$ cat config.mk
export PLATFORM = sky130hd
export DESIGN_NAME = weight_ram_ctrl_flat
export DESIGN_NICKNAME = d
export VERILOG_FILES = /design/src/rtl/weight_ram_pkg.sv /design/src/rtl/weight_ram_ctrl_if.sv /design/src/rtl/weight_lane_merge.sv /design/src/rtl/weight_ram_ctrl.sv /design/src/flat_wrapper.sv
export SDC_FILE = /design/constraint.sdc
export NUM_CORES = 1
export LEC_CHECK = 0
export ABC_AREA = 1
export ABC_CLOCK_PERIOD_IN_PS = 5300
export CORE_MARGIN = 5
export CORE_UTILIZATION = 53
export CTS_CLUSTER_DIAMETER = 80
export DETAILED_ROUTE_END_ITERATION = 12
export GPL_TIMING_DRIVEN = 1
export PLACE_DENSITY_LB_ADDON = 0.15
export SETUP_SLACK_MARGIN = 0.4
export SYNTH_ARGS = -nofsm -noshare
export SYNTH_HDL_FRONTEND = slang
export SYNTH_SLANG_ARGS = --single-unit
$ cat constraint.sdc
create_clock -name clk -period 5.3 [get_ports clk]
set_clock_uncertainty 0.05 [all_clocks]
set_input_delay 1.59 -clock clk [delete_from_list [all_inputs] [get_ports clk]]
set_output_delay 1.59 -clock clk [all_outputs]
set_load 0.01 [all_outputs]
$ cat src/rtl/weight_ram_pkg.sv
// Shared types and helpers for the per-neuron weight RAM controller:
// FSM state encoding, lane geometry derivations and the saturating adder.
package weight_ram_pkg;

  localparam logic [1:0] S_IDLE   = 2'd0;
  localparam logic [1:0] S_RMW_WR = 2'd1;
  localparam logic [1:0] S_CLEAR  = 2'd2;

  typedef enum logic [1:0] {
    IDLE   = S_IDLE,
    RMW_WR = S_RMW_WR,
    CLEAR  = S_CLEAR
  } state_t;

  localparam int unsigned SAT_MAXW = 32;
  typedef logic signed [SAT_MAXW-1:0] sat_t;

  function automatic int unsigned lanes_of(input int unsigned width, input int unsigned weights);
    return (weights + 1) / width;
  endfunction

  function automatic int unsigned lane_w_of(input int unsigned width, input int unsigned weights);
    return (lanes_of(width, weights) > 1) ? $clog2(lanes_of(width, weights)) : 1;
  endfunction

  localparam int unsigned LANES  = lanes_of(8, 31);
  localparam int unsigned LANE_W = lane_w_of(8, 31);

  // Operands arrive already sign-extended from w bits; w+1 bits of headroom
  // are guaranteed by SAT_MAXW, so the raw sum cannot wrap before clamping.
  function automatic sat_t sat_add(input sat_t a, input sat_t b, input int unsigned w);
    sat_t sum;
    sat_t hi;
    sat_t lo;
    sat_t res;
    sum = a + b;
    hi  = sat_t'(32'h7FFF_FFFF >> (SAT_MAXW - w));
    lo  = ~hi;
    if (sum > hi)      res = hi;
    else if (sum < lo) res = lo;
    else               res = sum;
    return res;
  endfunction

endpackage

$ cat src/rtl/weight_ram_ctrl_if.sv
// Client-side bus of the weight RAM controller: read, update and clear
// handshakes. The controller uses the slave view, clients the master view.
interface weight_ram_ctrl_if #(
  parameter int unsigned WIDTH      = 8,
  parameter int unsigned NEURON_ADR = 5,
  parameter int unsigned WEIGHTS    = 31
);
  import weight_ram_pkg::*;

  localparam int unsigned LW = lane_w_of(WIDTH, WEIGHTS);

  logic                  rd_req;
  logic [NEURON_ADR:0]   rd_addr;
  logic                  rd_gnt;
  logic                  rd_valid;
  logic [WEIGHTS:0]      rd_data;
  logic                  upd_req;
  logic [NEURON_ADR:0]   upd_addr;
  logic [LW-1:0]         upd_lane;
  logic [WIDTH-1:0]      upd_delta;
  logic                  upd_ack;
  logic                  clr_req;
  logic                  clr_done;

  modport slave (
    input  rd_req, rd_addr, upd_req, upd_addr, upd_lane, upd_delta, clr_req,
    output rd_gnt, rd_valid, rd_data, upd_ack, clr_done
  );

  modport master (
    output rd_req, rd_addr, upd_req, upd_addr, upd_lane, upd_delta, clr_req,
    input  rd_gnt, rd_valid, rd_data, upd_ack, clr_done
  );

endinterface

$ cat src/rtl/weight_lane_merge.sv
// Combinational lane datapath: extracts one lane of the read word and
// saturates it against the delta, and inserts a lane into a stored word.
module weight_lane_merge
  import weight_ram_pkg::*;
#(
  parameter int unsigned WIDTH   = 8,
  parameter int unsigned WEIGHTS = 31
) (
  input  logic [WEIGHTS:0]                      i_word,
  input  logic [lane_w_of(WIDTH, WEIGHTS)-1:0]  i_lane,
  input  logic [WIDTH-1:0]                      i_delta,
  output logic [WIDTH-1:0]                      o_sum,
  input  logic [WEIGHTS:0]                      i_ins_word,
  input  logic [lane_w_of(WIDTH, WEIGHTS)-1:0]  i_ins_lane,
  input  logic [WIDTH-1:0]                      i_ins_val,
  output logic [WEIGHTS:0]                      o_word
);

  localparam int unsigned N_LANES = lanes_of(WIDTH, WEIGHTS);
  localparam int unsigned LW      = lane_w_of(WIDTH, WEIGHTS);

  logic signed [WIDTH-1:0] w_lane;

  always_comb begin
    w_lane = '0;
    o_word = i_ins_word;
    for (int unsigned l = 0; l < N_LANES; l++) begin
      if (i_lane == LW'(l))     w_lane = i_word[l*WIDTH +: WIDTH];
      if (i_ins_lane == LW'(l)) o_word[l*WIDTH +: WIDTH] = i_ins_val;
    end
  end

  assign o_sum = WIDTH'(sat_add(sat_t'(w_lane), sat_t'($signed(i_delta)), WIDTH));

endmodule

$ cat src/rtl/weight_ram_ctrl.sv
// Arbiter and sequencer in front of one per-neuron weight RAM: row reads,
// saturating lane read-modify-write, and a full zero-fill sweep.
module weight_ram_ctrl
  import weight_ram_pkg::*;
#(
  parameter int unsigned WIDTH      = 8,
  parameter int unsigned NEURON_ADR = 5,
  parameter int unsigned WEIGHTS    = 31,
  parameter int unsigned STARVE     = 4
) (
  input  logic                 clk,
  input  logic                 rst_n,
  weight_ram_ctrl_if.slave     cif,
  output logic                 busy,
  output logic                 ram_we,
  output logic [NEURON_ADR:0]  ram_a,
  output logic [WEIGHTS:0]     ram_di,
  output logic [NEURON_ADR:0]  ram_dpra,
  input  logic [WEIGHTS:0]     ram_dpo
);

  localparam int unsigned AW = NEURON_ADR + 1;
  localparam int unsigned LW = lane_w_of(WIDTH, WEIGHTS);
  localparam int unsigned SW = $clog2(STARVE + 1);
  localparam logic [AW-1:0] LAST_ADR = '1;

  state_t            r_state;
  logic [AW-1:0]     r_clr_cnt;
  logic [AW-1:0]     r_upd_addr;
  logic [WEIGHTS:0]  r_upd_word;
  logic [LW-1:0]     r_upd_lane;
  logic [WIDTH-1:0]  r_upd_sum;
  logic [SW-1:0]     r_starve;
  logic [WEIGHTS:0]  r_rd_data;
  logic              r_rd_valid;

  logic              w_idle, w_rmw, w_clear, w_starved;
  logic              w_sel_clr, w_sel_rd, w_sel_upd;
  logic [WIDTH-1:0]  w_sum;
  logic [WEIGHTS:0]  w_merged;

  // Qualifying every state decode with rst_n keeps all strobes and the RAM
  // write enable low for the whole reset pulse, not just after the next edge.
  assign w_idle    = rst_n && (r_state == IDLE);
  assign w_rmw     = rst_n && (r_state == RMW_WR);
  assign w_clear   = rst_n && (r_state == CLEAR);
  assign w_starved = (r_starve == SW'(STARVE));

  assign w_sel_clr = w_idle && cif.clr_req;
  assign w_sel_rd  = w_idle && !cif.clr_req && cif.rd_req && !(cif.upd_req && w_starved);
  assign w_sel_upd = w_idle && !cif.clr_req && cif.upd_req && (w_starved || !cif.rd_req);

  weight_lane_merge #(.WIDTH(WIDTH), .WEIGHTS(WEIGHTS)) u_merge (
    .i_word     (ram_dpo),
    .i_lane     (cif.upd_lane),
    .i_delta    (cif.upd_delta),
    .o_sum      (w_sum),
    .i_ins_word (r_upd_word),
    .i_ins_lane (r_upd_lane),
    .i_ins_val  (r_upd_sum),
    .o_word     (w_merged)
  );

  always_comb begin
    ram_dpra = '0;
    if (w_sel_rd)       ram_dpra = cif.rd_addr;
    else if (w_sel_upd) ram_dpra = cif.upd_addr;
    ram_we = w_rmw || w_clear;
    ram_a  = '0;
    if (w_rmw)          ram_a = r_upd_addr;
    else if (w_clear)   ram_a = r_clr_cnt;
    ram_di = w_rmw ? w_merged : '0;
  end

  assign cif.rd_gnt   = w_sel_rd;
  assign cif.rd_valid = r_rd_valid;
  assign cif.rd_data  = r_rd_data;
  assign cif.upd_ack  = w_rmw;
  assign cif.clr_done = w_clear && (r_clr_cnt == LAST_ADR);
  assign busy         = rst_n && (r_state != IDLE);

  always_ff @(posedge clk or negedge rst_n) begin
    if (!rst_n) begin
      r_state    <= IDLE;
      r_clr_cnt  <= '0;
      r_upd_addr <= '0;
      r_upd_word <= '0;
      r_upd_lane <= '0;
      r_upd_sum  <= '0;
      r_starve   <= '0;
      r_rd_data  <= '0;
      r_rd_valid <= 1'b0;
    end else begin
      r_rd_valid <= w_sel_rd;
      if (w_sel_rd) r_rd_data <= ram_dpo;

      if (!cif.upd_req || w_rmw) r_starve <= '0;
      else if (w_sel_rd)         r_starve <= r_starve + 1'b1;

      case (r_state)
        IDLE: begin
          if (w_sel_clr) begin
            r_state   <= CLEAR;
            r_clr_cnt <= '0;
          end else if (w_sel_upd) begin
            r_state    <= RMW_WR;
            r_upd_addr <= cif.upd_addr;
            r_upd_word <= ram_dpo;
            r_upd_lane <= cif.upd_lane;
            r_upd_sum  <= w_sum;
          end
        end
        RMW_WR: r_state <= IDLE;
        CLEAR: begin
          r_clr_cnt <= r_clr_cnt + 1'b1;
          if (r_clr_cnt == LAST_ADR) r_state <= IDLE;
        end
        default: r_state <= IDLE;
      endcase
    end
  end

endmodule

$ cat src/flat_wrapper.sv
// flat-port wrapper written by rule: the top's interface ports become plain ports
module weight_ram_ctrl_flat import weight_ram_pkg::*;
#(
  parameter int unsigned WIDTH      = 8,
  parameter int unsigned NEURON_ADR = 5,
  parameter int unsigned WEIGHTS    = 31,
  parameter int unsigned STARVE     = 4
)
  (clk, rst_n, busy, ram_we, ram_a, ram_di, ram_dpra, ram_dpo, cif_rd_req, cif_rd_addr, cif_upd_req, cif_upd_addr, cif_upd_lane, cif_upd_delta, cif_clr_req, cif_rd_gnt, cif_rd_valid, cif_rd_data, cif_upd_ack, cif_clr_done);
  weight_ram_ctrl_if #(.WIDTH(WIDTH), .NEURON_ADR(NEURON_ADR), .WEIGHTS(WEIGHTS)) cif_i ();
  input  logic clk;
  input  logic rst_n;
  output logic busy;
  output logic ram_we;
  output logic [NEURON_ADR:0] ram_a;
  output logic [WEIGHTS:0] ram_di;
  output logic [NEURON_ADR:0] ram_dpra;
  input  logic [WEIGHTS:0] ram_dpo;
  input wire logic [$bits(cif_i.rd_req)-1:0] cif_rd_req;
  input wire logic [$bits(cif_i.rd_addr)-1:0] cif_rd_addr;
  input wire logic [$bits(cif_i.upd_req)-1:0] cif_upd_req;
  input wire logic [$bits(cif_i.upd_addr)-1:0] cif_upd_addr;
  input wire logic [$bits(cif_i.upd_lane)-1:0] cif_upd_lane;
  input wire logic [$bits(cif_i.upd_delta)-1:0] cif_upd_delta;
  input wire logic [$bits(cif_i.clr_req)-1:0] cif_clr_req;
  output wire logic [$bits(cif_i.rd_gnt)-1:0] cif_rd_gnt;
  output wire logic [$bits(cif_i.rd_valid)-1:0] cif_rd_valid;
  output wire logic [$bits(cif_i.rd_data)-1:0] cif_rd_data;
  output wire logic [$bits(cif_i.upd_ack)-1:0] cif_upd_ack;
  output wire logic [$bits(cif_i.clr_done)-1:0] cif_clr_done;
  assign cif_i.rd_req = cif_rd_req;
  assign cif_i.rd_addr = cif_rd_addr;
  assign cif_i.upd_req = cif_upd_req;
  assign cif_i.upd_addr = cif_upd_addr;
  assign cif_i.upd_lane = cif_upd_lane;
  assign cif_i.upd_delta = cif_upd_delta;
  assign cif_i.clr_req = cif_clr_req;
  assign cif_rd_gnt = cif_i.rd_gnt;
  assign cif_rd_valid = cif_i.rd_valid;
  assign cif_rd_data = cif_i.rd_data;
  assign cif_upd_ack = cif_i.upd_ack;
  assign cif_clr_done = cif_i.clr_done;
  weight_ram_ctrl #(.WIDTH(WIDTH), .NEURON_ADR(NEURON_ADR), .WEIGHTS(WEIGHTS), .STARVE(STARVE)) u_core (.clk(clk), .rst_n(rst_n), .cif(cif_i), .busy(busy), .ram_we(ram_we), .ram_a(ram_a), .ram_di(ram_di), .ram_dpra(ram_dpra), .ram_dpo(ram_dpo));
endmodule
---- Yosys cells after proc, flatten, opt, wreduce, memory -nomap -nowiden ----
Index checks and enable logic that the tools add are counted.
word-level totals
  bits in registers ....................... 92
  input bits .............................. 59
cells by class
  add/subtract/negate cells ............... 3
  $lt $le $gt $ge ......................... 2
  equality and inequality tests ........... 13
  muxes and demuxes ....................... 23
  bitwise logic cells ..................... 1
  reductions and logical operators ........ 28
operator list
  cell                   number
  $mux W8                10
  $mux W32               1
  $mux W6                5
  $logic_and A1 B1 Y1    12
  $pmux W6 S2            1
  $eq A2 B2 Y1 const B   5
  $add A8 B8 Y9          1
  $gt A9 B8 Y1 const B   1
  $lt A9 B8 Y1 const B   1
  $add A6 B1 Y6 const B  1
  $eq A2 B1 Y1 const B   3
  $eq A6 B6 Y1 const B   1
  $logic_not A2 Y1       3
  $mux W2                3
  $mux W3                2
  $reduce_bool A2 Y1     3
  $logic_not A1 Y1       4
  $pmux W2 S2            1
  $reduce_and A2 Y1      2
  $add A3 B1 Y3 const B  1
  $eq A3 B3 Y1 const B   1
  $logic_or A1 B1 Y1     3
  $ne A3 B1 Y1 const B   1
  $reduce_and A3 Y1      1
  3 further kinds        3

---- Depth between registers and ports, before layout ----
Gate-level depths: netlist of run 1.
  depth after elaboration ................. 9
  gate-level depth with buffers ........... 19
  mapped depth without buffers ............ 19

---- Modules after synthesis ----
From an unflattened synthesis of run 1, not the netlist that was laid out.
second synthesis, totals
  cells, all modules ...................... 715
  area, all modules ....................... 5159.9 um^2
modules (own cells, without submodules)
  module             instances  cells an instance  area each (um^2)  sequential area each (um^2)
  weight_ram_ctrl    1          491                4051.4            2302.2
  weight_lane_merge  1          224                1108.6            0.0

---- Least setup slack after synthesis of run 1 ----
No wires, ideal clock.
  kind .................................... input port to output port
  start point ............................. in cif_upd_req
  end point ............................... out ram_dpra[0]
  arrival ................................. 2389 ps
  path slack .............................. 1271 ps
  stages on the path ...................... 7
  path buffers ............................ 2
  cells stage by stage .................... inv_1 o21ai_0 nor2_2 buf_6 buf_4 nand2_1 nand2_1
between the ends
  longest elaborated chain between the ends .. 4
  elaborated cells on any way between the ends .. 7
  those cells by class .................... mux: 2; reduce/logical: 5
ends and longest elaborated chain
  element              line                   RTL
  from (decl)          flat_wrapper.sv:21     input wire logic [$bits(cif_i.upd_req)-1:0] cif_upd_req;
  $logic_and A1 B1 Y1  weight_ram_ctrl.sv:50  assign w_sel_rd = w_idle && !cif.clr_req && cif.rd_req && !(cif.upd_req && w_starved);
  $logic_not A1 Y1     weight_ram_ctrl.sv:50
  $logic_and A1 B1 Y1  weight_ram_ctrl.sv:50
  via cif_rd_gnt       flat_wrapper.sv:26     output wire logic [$bits(cif_i.rd_gnt)-1:0] cif_rd_gnt;
  $mux W6              weight_ram_ctrl.sv:66  if (w_sel_rd) ram_dpra = cif.rd_addr;
  to (decl)            flat_wrapper.sv:17     output logic [NEURON_ADR:0] ram_dpra;
The timed path passes the listed nets, and every way through them passes these cells.

---- Worst setup path in the final report of run 1 ----
  start point ............................. in rst_n
  end point ............................... out ram_a[0]
between the ends
  longest elaborated chain between the ends .. 3
  elaborated cells on any way between the ends .. 4
  those cells by class .................... mux: 2; reduce/logical: 2
ends and longest elaborated chain
  element              line                   RTL
  from (decl)          flat_wrapper.sv:12     input logic rst_n;
  $logic_and A1 B1 Y1  weight_ram_ctrl.sv:46  assign w_clear = rst_n && (r_state == CLEAR);
  $mux W6              weight_ram_ctrl.sv:71  else if (w_clear) ram_a = r_clr_cnt;
  $mux W6 *            weight_ram_ctrl.sv:70  if (w_rmw) ram_a = r_upd_addr;
  to (decl)            flat_wrapper.sv:15     output logic [NEURON_ADR:0] ram_a;
Mark *: on every way between the ends. The rest lies on a longest branch, timed or not.

==> summary.txt, run 1 <==
top cell type's share of synthesized area: 44.77%
Worst VDD drop: 0.1812 mV
Leak: 3.275 nW
Starting Density: 53.35%
Worst path slowest cell: clkdlybuf4s50_1
Top-Level Pins: 141
Sink Count: 92
Seq cells post-synth: 92
Most used DFF post-synth: dfrtp_1
CP required: 3.66 ns
layout cells sized above 1: 13.11%
setup TNS: 0 ns
area grow syn2layout: 32.75%
CP max FO: 35
total power: 0.002332 W
largest net degree at the start of global routing: 66
total congestion overflow: 0
# fillers: 818
H-tree Lvls: 3
Commonest cells post-synth: nand2_1, dfrtp_1, inv_1
Max Transition Viols Final: 0
Multi-input gate area: 2371 µm²
GR Util met2: 41.39%
initial DRC count: 233
CP cell instances: buf_4, inv_2, nor3_4, inv_6, o21ai_0, clkdlybuf4s50_1
Slew headroom: 39.84%
# rows: 36
Post-Synthesis Cells: 635
Slew @ Worst Pin: 0.9011 ns
status: complete, no violations
vias: 4783
post-layout min period: 4.805 ns
HPWL after DPL: 11.11 mm
Setup-failing EPs final: 0
global-route wire length before repair: 23.36 mm
Die Span X: 108.5 µm
Post-Syn Area: 5142 µm²
Worst-path clk slew: 0.09 ns
Yosys cell types: 40
root buf cell: clkbuf_8
CP Class: input pin to output pin
CP Capture Type: output pin
Worst Path Buf+Inv: 4
WL per Instance: 16.29 µm
worst stage delay on the critical path: 0.57 ns
busiest grt layer: met2
maxcap violations: 0
clock latency on the worst-skew pair: 0.36 ns
syn avg cell area: 8.098 µm²
Post-synth EDFFs: 0
via-per-instance ratio: 5.250
syn_nets: 707
Die Ht: 108.5 µm
Max Clk Rate: 208.1 MHz
GRT Resource Usage Total: 25.78%
gpl congestion: 0.8777
core area: 9639 µm²
fraction of registers with async set/reset: 100.0%
fin crit share: 90.66%
Reg area: 2302 µm²
Seq/Total Area, Yosys: 44.77%
vias in the first global route: 4671
final hold vios: 0
Num CTS Buffers: 9
routed wire length: 14.84 mm
Min-Delay Path Class: register to register
GRT met1 Usage: 34.08%
synth warn: 0
ANT nets after route: 0
Largest delay share family, worst path: buffers and inverters
Port Buffer Count: 140
final net count: 846
die area: 11770 µm²
Setup crit start kind: input pin
arrival time at the worst endpoint: 3.16 ns
TritonRoute pass-1 iters: 5
dominant cell by count in the synthesized netlist: nand2_1
PD cells: 341.5 nW/µm²
RSZ-0062 raised after global routing: true
maximum clock path buffer count: 2
cell taking the most area after synthesis: dfrtp_1
initial antenna violation count: 0
GRT met3 Usage: 6.209%
DRC viols: 0
CTS tree: yes
Diodes inserted: 0
ranking of synthesized cells by area: dfrtp_1, nand2_1, o21ai_0
worst paths after layout:
kind | to | from | depth (start not counted) | slack [ns]
max reg2reg | u_core.r_starve[0]$_DFFE_PN0P_ | u_core.r_starve[0]$_DFFE_PN0P_ | 11 | 2.53
min | u_core.cif.rd_data[17]$_DFFE_PN0P_ | u_core.cif.rd_data[17]$_DFFE_PN0P_ | 2 | 0.43
min in group asynchronous | u_core.r_upd_addr[0]$_DFFE_PN0P_ | rst_n | 2 | 1.24
max in group asynchronous | u_core.r_upd_sum[5]$_DFFE_PN0P_ | rst_n | 3 | 2.84
max | ram_a[0] | rst_n | 6 | 0.50
min reg2reg | u_core.cif.rd_data[17]$_DFFE_PN0P_ | u_core.cif.rd_data[17]$_DFFE_PN0P_ | 2 | 0.43
logic make-up after synthesis:
logic type	after synthesis	synth area share, %
AO/OA/AOI/OAI	140	17.54
adder cells (fa/ha/maj)	13	3.309
buffers and inverters	96	9.586
AND/OR/NAND/NOR	291	24.28
XOR/XNOR	3	0.5110
flip-flops	92	44.77
report_power, final:
part           internal (W)  switching [W]  total [W]  leakage, nW
clock              0.000278       0.000251   0.000530        0.109
combinational      0.000361       0.000432   0.000793         1.98
sequential         0.000873       0.000135    0.00101         1.18
total               0.00151       0.000819    0.00233         3.27
flip-flops by register name, summed over array words and instances (netlist names):
register / cells
u_core.cif.rd_data: 32
u_core.r_clr_cnt: 6
u_core.r_upd_word: 32
u_core.r_upd_sum: 8
u_core.r_upd_lane: 2
u_core.cif.rd_valid: 1
u_core.r_state: 2
u_core.r_upd_addr: 6
u_core.r_starve: 3
cell usage in the layout (no fill, tap or decap), drive strengths merged, types with 2 or more instances in the layout:
| cell type | Yosys | layout |
|---|---|---|
| nor2 | 16 | 17 |
| buf | 20 | 10 |
| bufinv | 0 | 2 |
| ha | 12 | 12 |
| o21ai | 86 | 86 |
| o22ai | 7 | 7 |
| nand2 | 247 | 247 |
| clkbuf | 2 | 10 |
| clkdlybuf4s50 | 0 | 134 |
| xor2 | 2 | 2 |
| dlymetal6s2s | 0 | 5 |
| nand3 | 14 | 14 |
| o221ai | 5 | 5 |
| inv | 73 | 74 |
| a21oi | 39 | 39 |
| nand4 | 8 | 8 |
| dfrtp | 92 | 92 |
| clkinv | 1 | 2 |
| nor3 | 3 | 3 |
layout make-up:
cell class	count	share of cell area, %
multi-input combinational	448	34.73
timing repair buffer	149	21.66
tap	133	2.438
clock buffer	10	2.016
clock inverter	5	1.246
inverter	74	4.179
sequential	92	33.72
worst reg2reg max path, cell delays in order (launching register included):
cell and delay [ns]:
dfrtp_1 0.39, inv_1 0.09, ha_1 0.16, nand2_1 0.09
o21ai_2 0.30, nor2_4 0.11, buf_4 0.15, buf_4 0.15
buf_4 0.17, inv_2 0.66, nand2_1 0.16, o21ai_0 0.20
routing by layer:
layer	vias up	share of wire, %
met5	-	0
met4	0	2.6
met3	33	7.0
met2	193	47
met1	2239	44
li1	2318	-
stage by stage:
stage | std cells | hold slack (ns) | setup slack [ns] | area (µm²) | utilization, %
6_report | 911 | 0.4320 | 0.4951 | 6827 | 70.82
4_1_cts | 909 | 0.4385 | 0.4322 | 6793 | 70.47
3_3_place_gp | 891 | 0.4030 | 0.2035 | 6533 | 67.77
3_5_place_dp | 891 | 0.4126 | 0.1132 | 6533 | 67.77
5_1_grt | 911 | 0.4679 | 0.3736 | 6827 | 70.82
2_1_floorplan | 635 | 0.3936 | 1.271 | 5142 | -
what timing repair did:
action | CTS | global route
gates cloned | 1 | 0
buffers inserted | 2 | 2
pin swaps | 2 | 2
hold buffers | 0 | 0
setup endpoints to repair | 7 | 11
gates resized for setup | 5 | 8
No activity file was read; power rests on OpenSTA's default activity.
==> run 2, diff against run 1 <==
--- a/config.mk
+++ b/config.mk
@@ -12,6 +12,7 @@
 export CTS_CLUSTER_DIAMETER = 80
 export DETAILED_ROUTE_END_ITERATION = 12
 export GPL_TIMING_DRIVEN = 1
+export MAX_ROUTING_LAYER = met4
 export PLACE_DENSITY_LB_ADDON = 0.15
 export SETUP_SLACK_MARGIN = 0.4
 export SYNTH_ARGS = -nofsm -noshare
==> summary.txt, run 2 (same netlist as run 1, synthesis figures left out) <==
final net count: 841 (-0.59%)
PD cells: 344.1 nW/µm² (+0.76%)
largest net degree at the start of global routing: 66 (unchanged)
total congestion overflow: 0 (unchanged)
die area: 11770 µm² (unchanged)
post-layout min period: 4.780 ns (-0.02488 ns)
maximum clock path buffer count: 2 (unchanged)
setup TNS: 0 ns (unchanged)
WL per Instance: 16.07 µm (-1.3%)
Max Transition Viols Final: 0 (unchanged)
worst flop-to-flop path endpoint: u_core.r_starve[1]$_DFFE_PN0P_
most frequent cells in the layout: nand2_1, clkdlybuf4s50_1, dfrtp_1
initial DRC count: 233 (unchanged)
root buf cell: clkbuf_8
vias: 4683 (-2.1%)
layout cells sized above 1: 12.27% (-0.84 points)
CP endpoint: ram_di[18]
# rows: 36 (unchanged)
Min-Delay Path Class: register to register
status: complete, no violations
initial antenna violation count: 0 (unchanged)
GRT Resource Usage Total: 26.24% (+0.45 points)
core area: 9639 µm² (unchanged)
total power: 0.002338 W (+0.28%)
CP Class: input pin to output pin
HPWL after DPL: 11.22 mm (+0.94%)
Sink Count: 92 (unchanged)
commonest non-fill, non-tap cell in the layout: nand2_1
Reg area: 2302 µm² (unchanged)
Slew headroom: 36.73% (-3.1 points)
# fillers: 836 (+2.2%)
GR Util met2: 40.95% (-0.44 points)
ANT nets after route: 0 (unchanged)
Top-Level Pins: 141 (unchanged)
Setup crit start kind: input pin
busiest grt layer: met2
CTS tree: yes
Max Clk Rate: 209.2 MHz (+0.52%)
R2R Path Start: u_core.r_starve[0]$_DFFE_PN0P_
Starting Density: 53.35% (unchanged)
Die Span X: 108.5 µm (unchanged)
GRT met1 Usage: 35.49% (+1.4 points)
Placed Cells: 891 (unchanged)
via-per-instance ratio: 5.163 (-1.7%)
vias in the first global route: 4545 (-2.7%)
Multi-input gate area: 2352 µm² (-0.79%)
Leak: 3.279 nW (+0.14%)
fin crit share: 90.19% (-0.47 points)
final cell count without fillers: 907 (-0.44%)
Worst R2R Path Depth: 9 (-2)
CP startpoint: rst_n
DRC viols: 0 (unchanged)
Setup Buffers After CTS: 0 (-2)
Worst-path clk slew: 0.09 ns (about the same)
global-route wire length before repair: 23.26 mm (-0.42%)
TritonRoute pass-1 iters: 5 (unchanged)
Port Buffer Count: 140 (unchanged)
R2R Setup Slk: 2.72 ns (+0.19 ns)
Worst VDD drop: 0.1836 mV (+1.3%)
area grow syn2layout: 32.12%
gpl congestion: 0.8694 (-0.95%)
GRT met3 Usage: 3.940% (-2.3 points)
maxcap violations: 0 (unchanged)
RSZ-0062 raised after global routing: false
Slew @ Worst Pin: 0.9490 ns (+0.04788 ns)
H-tree Lvls: 3 (unchanged)
Final Core Density: 70.48% (-0.34 points)
CP max FO: 35 (unchanged)
routed wire length: 14.58 mm (-1.7%)
CP required: 3.66 ns (about the same)
Die Ht: 108.5 µm (unchanged)
Diodes inserted: 0 (unchanged)
clock latency on the worst-skew pair: 0.36 ns (about the same)
Setup-failing EPs final: 0 (unchanged)
final hold vios: 0 (unchanged)
hold buffers post-CTS: 0 (unchanged)
Num CTS Buffers: 9 (unchanged)
CP Capture Type: output pin
arrival time at the worst endpoint: 3.14 ns (-0.02 ns)
[run 2: per-layer routing]
| metal | vias up | wire length, µm | share of wire, % |
|---|---|---|---|
| li1 | 2310 | - | - |
| met1 | 2198 | 6446 | 44 |
| met2 | 153 | 6941 | 48 |
| met3 | 22 | 893 | 6.1 |
| met4 | 0 | 299 | 2.1 |
| met5 | - | 0 | 0 |
[run 2: report_power, final]
group	switching (W)	leakage [nW]	total, W	internal [W]
Clock	0.000251	0.120	0.000544	0.000293
Sequential	0.000135	1.18	0.00101	0.000873
Combinational	0.000426	1.98	0.000785	0.000359
[run 2: through the flow]
| stage | hold WS [ns] | setup slack (ns) | area (µm²) |
|---|---|---|---|
| floorplan | 0.3936 | 1.271 | 5142 |
| global placement | 0.4027 | 0.3863 | 6533 |
| detailed placement | 0.4149 | 0.3327 | 6533 |
| CTS | 0.4360 | 0.4132 | 6774 |
| global route | 0.4650 | 0.4074 | 6794 |
| finish | 0.4342 | 0.5200 | 6794 |
[run 2: repair_timing]
action / CTS / global route
pin swaps: 2 / 0
endpoints found under the setup margin: 7 / 8
gates resized for setup: 2 / 8
[run 2: how the worst min path moves through the flow]
stage                     slack [ns]                            endpoint                          startpoint  depth (start not counted)
after detailed placement        0.41   u_core.r_upd_word[31]$_DFFE_PN0P_   u_core.r_upd_word[31]$_DFFE_PN0P_                          2
after floorplan                 0.39   u_core.r_upd_word[23]$_DFFE_PN0P_   u_core.r_upd_word[23]$_DFFE_PN0P_                          2
after CTS                       0.44   u_core.r_upd_word[31]$_DFFE_PN0P_   u_core.r_upd_word[31]$_DFFE_PN0P_                          2
after global placement          0.40  u_core.cif.rd_data[20]$_DFFE_PN0P_  u_core.cif.rd_data[20]$_DFFE_PN0P_                          2
final                           0.43  u_core.cif.rd_data[19]$_DFFE_PN0P_  u_core.cif.rd_data[19]$_DFFE_PN0P_                          2
after global routing            0.46   u_core.r_upd_word[22]$_DFFE_PN0P_   u_core.r_upd_word[22]$_DFFE_PN0P_                          2
[run 2: worst max-delay path, stage by stage]
cell,delay (ns)
buf_4,0.11
inv_2,0.05
nor3_4,0.35
inv_6,0.23
a21oi_2,0.22
clkdlybuf4s50_1,0.56
[run 2: final cells by class]
type / instances / share of cell area (%)
multi-input cells: 447 / 34.62
flip-flops and latches: 92 / 33.89
repair buffers: 145 / 21.36
inverters: 74 / 4.236
well taps: 133 / 2.449
clock buffers: 11 / 2.228
clock inverters: 5 / 1.215
==> edit 1: new RTL, settings of run 1 <==
`WEIGHTS` is set to 31 in 4 places; all go to 62.
--- a/src/rtl/weight_ram_ctrl_if.sv
+++ b/src/rtl/weight_ram_ctrl_if.sv
@@ -5,3 +5,3 @@
   parameter int unsigned NEURON_ADR = 5,
-  parameter int unsigned WEIGHTS    = 31
+  parameter int unsigned WEIGHTS    = 62
 );
--- a/src/rtl/weight_lane_merge.sv
+++ b/src/rtl/weight_lane_merge.sv
@@ -6,3 +6,3 @@
   parameter int unsigned WIDTH   = 8,
-  parameter int unsigned WEIGHTS = 31
+  parameter int unsigned WEIGHTS = 62
 ) (
--- a/src/rtl/weight_ram_ctrl.sv
+++ b/src/rtl/weight_ram_ctrl.sv
@@ -7,3 +7,3 @@
   parameter int unsigned NEURON_ADR = 5,
-  parameter int unsigned WEIGHTS    = 31,
+  parameter int unsigned WEIGHTS    = 62,
   parameter int unsigned STARVE     = 4
--- a/src/flat_wrapper.sv
+++ b/src/flat_wrapper.sv
@@ -5,3 +5,3 @@
   parameter int unsigned NEURON_ADR = 5,
-  parameter int unsigned WEIGHTS    = 31,
+  parameter int unsigned WEIGHTS    = 62,
   parameter int unsigned STARVE     = 4
Ports: changed (resized cif_rd_data, cif_upd_lane, ram_di and ram_dpo); port bits go from 141 to 235. No check against the original RTL was run, so the function may have changed too.
==> edit 1 against run 1 <==
Wire length increased by 70%; cell area increased by 62%; via count increased by 59%; worst setup slack got worse by 47 ps; sequential cell count increased by 63; sequential power increased by 77%; power increased by 94%; clock power increased to 2.5 times the old value; synthesized area increased by 53%; critical path type unchanged; highest routed layer unchanged.
==> edit 1: results (changes against run 1) <==
VDD IR max 273 uV (+50%); Leakage 5.40 nW (+65%); global-route wire length before repair 39600 um (+70%); Reg clk slew, reported paths 60 ps (-30 ps); met1 wire length 10500 um (+62%); DP HPWL 17800 um (+60%); Root Buffer clkbuf_16; gr usage total 28.7% (+2.9 points); Worst EP arrival 3210 ps (+50 ps); area post-placement 10300 um^2 (+57%); Hold EP u_core.r_upd_word[30]$_DFFE_PN0P_; Signal buf overhead 22.8% (+1.1 points); status completed; sequential area share after synthesis 49.4% (+4.7 points); share of layout cells above drive strength 1 6.63% (-6.5 points); largest net degree at the start of global routing 95 (+44%); reg2reg end u_core.r_upd_word[39]$_DFFE_PN0P_; wire length on met3 1860 um (+80%); CLK BUF 20 (+10); Min Hold Slack 443 ps (+11.1 ps); number of multi-input logic gates 646 (+44%); met2 wire length 12000 um (+73%); GP Congestion 0.904 (+3.0%); Via density 5.36 (+2.0%); Buffers excl. clock 250 (+68%); Syn Nets 1102 (+56%); DR WL/cell 17.7 um (+8.7%); Final Net Count 1329 (+57%); fraction of area in multi-input gates 28.9% (-5.8 points)
-- edit 1: cell count changes after synthesis, sizes merged, moves of 10 or more --
cell	before	now
nand2	247	205
o21ai	86	153
clkbuf	2	12
inv	73	155
buf	20	30
nor2	16	113
dfrtp	92	155
mux2	0	16
a21oi	39	88
-- edit 1: where the power goes --
part           total (W)  internal (W)  switching, W
logic            0.00139      0.000684      0.000704
registers        0.00179       0.00154      0.000250
clock network    0.00133      0.000846      0.000486
total            0.00451       0.00307       0.00144
-- edit 1: logic make-up after synthesis --
group | after synthesis | share of synthesized area (%)
AND/OR/NAND/NOR | 360 | 18.7
AO/OA/AOI/OAI | 254 | 16.6
buffers and inverters | 197 | 10.5
flip-flops | 155 | 49.4
multiplexers | 16 | 2.30
adder cells (fa/ha/maj) | 13 | 2.17
XOR/XNOR | 3 | 0.335
-- edit 1: per-stage QoR --
stage               worst slack [ps]  util [%]
finish                           448      75.9
global route                     361      75.9
CTS                              441      75.5
detailed placement               271      70.7
global placement                 312      70.7
floorplan                       1160         -
-- edit 1: what timing repair did --
item / in CTS / in global routing
setup endpoints to repair: 10 / 40
resized for setup: 9 / 17
buffers inserted: 4 / 1
pin swaps: 2 / 0
-- edit 1: worst max-delay path: stages --
cell	delay [ps]
buf_6	170
inv_1	110
nor3_4	200
buf_12	230
o21ai_0	110
a21oi_1	200
clkdlybuf4s50_1	580
-- edit 1: layer usage --
layer,vias up,global-route usage [%]
li1,3642,-
met1,3595,38.5
met2,316,45.0
met3,60,7.68
met4,0,10.5
met5,-,0
==> edit 2: new RTL, config.mk and constraints of run 1 <==
Made on the original files. Reset style: synchronous (`rst_n`), changed in one clocked block.
--- a/src/rtl/weight_ram_ctrl.sv
+++ b/src/rtl/weight_ram_ctrl.sv
@@ -81,3 +81,3 @@
 
-  always_ff @(posedge clk or negedge rst_n) begin
+  always_ff @(posedge clk) begin
     if (!rst_n) begin
Formal check against the unedited RTL: differs if rst_n is asserted again (counterexample within 4 cycles, from zero or initial values and one cycle with rst_n low); with rst_n held inactive, the same outputs for 4 cycles.
==> edit 2 against run 1 <==
Wire length down 0.66%; core utilization increased by 1.5 points; cell area is 8.5% lower; via count up 5.2%; synthesized cell count is 7.2% higher; sequential cell count unchanged; worst setup slack worse by 46 ps; synthesized area shrank 9.3%; count of clock-buffer cells in the layout shrank 1; global-route usage grew 0.93 points.
Power is not compared: it rests on default switching activity, and its combinational part moved more than twofold at a synthesized area within 25%.
==> edit 2: results (changes against run 1) <==
Gate Count Post-Synth 681 (+7.2%); ys async rst share 0% (-100 points); Netlist cell types 35 (-13%); Crit path largest cell delay 540 ps (-30 ps); DP HPWL 11400 um (+2.6%); # rows 34 (-5.6%); met3 Usage GRT 7.90% (+1.7 points); post-synth top area cell dfxtp_1; Synth area leaders dfxtp_1 (40%), nor2_1 (12%), nand2_1 (9.7%), a21oi_1 (6.4%), o21ai_0 (5.8%); Min Hold Slack 432 ps (+0.401 ps); met1 Use GR 34.0% (-0.035 points); GP Congestion 0.964 (+9.8%); met2 capacity usage during global routing 41.8% (+0.41 points); Hold EP u_core.r_upd_addr[2]$_SDFFE_PN0P_; CP Capture Point ram_dpra[5]; global-route wire length before repair 23900 um (+2.4%); wire length on met3 1420 um (+38%); status completed; Signal buf overhead 23.3% (+1.7 points); Buffers excl. clock 147 (-1.3%); share of layout cells above drive strength 1 5.57% (-7.5 points); largest net degree at the start of global routing 73 (+11%); Worst Max-Slew Pin Slew 624 ps (-277 ps); hold_sp u_core.r_upd_addr[2]$_SDFFE_PN0P_; number of sequential cells 92 (unchanged); PostCTS Resize Cnt 0 (-5); Crit Path Max Fanout 7 (-80%); Place WS 428 ps (+314 ps); FF/Latch Area 1840 um^2 (-20%); Iteration-0 DRC Markers 357 (+53%); vias in the first global route 4859 (+4.0%); r2r worst-path depth 10 (-1); Detailed Route WL 14700 um (-0.66%); Reg-to-Reg Start u_core.r_starve[0]$_SDFFE_PP0P_; main flop type after synthesis dfxtp_1
## edit 2: cell count changes in the layout (fill, tap and decap cells not counted), sizes merged, moves of 7 or more
cell | before | now
dfxtp | 0 | 92
a221oi | 0 | 7
inv | 74 | 42
a21oi | 39 | 63
dfrtp | 92 | 0
o22ai | 7 | 0
nor2 | 17 | 150
nand3 | 14 | 41
nand2 | 247 | 124
## edit 2: power by group
group | leakage [nW] | switching, W | total [W] | internal, W
sequential | 0.748 | 0.0000212 | 0.000739 | 0.000718
combinational | 1.60 | 0.000164 | 0.000292 | 0.000128
clock | 0.100 | 0.000257 | 0.000478 | 0.000221
total | 2.45 | 0.000442 | 0.00151 | 0.00107
## edit 2: cell families (layout without fill, tap and decap cells)
logic type | count (synthesis) | in the layout | share of synthesized area (%)
simple gates | 330 | 330 | 29.3
buf+inv | 78 | 205 | 8.00
flops | 92 | 92 | 39.5
xor+xnor | 4 | 4 | 0.751
compound gates | 164 | 164 | 18.8
fa+ha+maj | 13 | 13 | 3.65
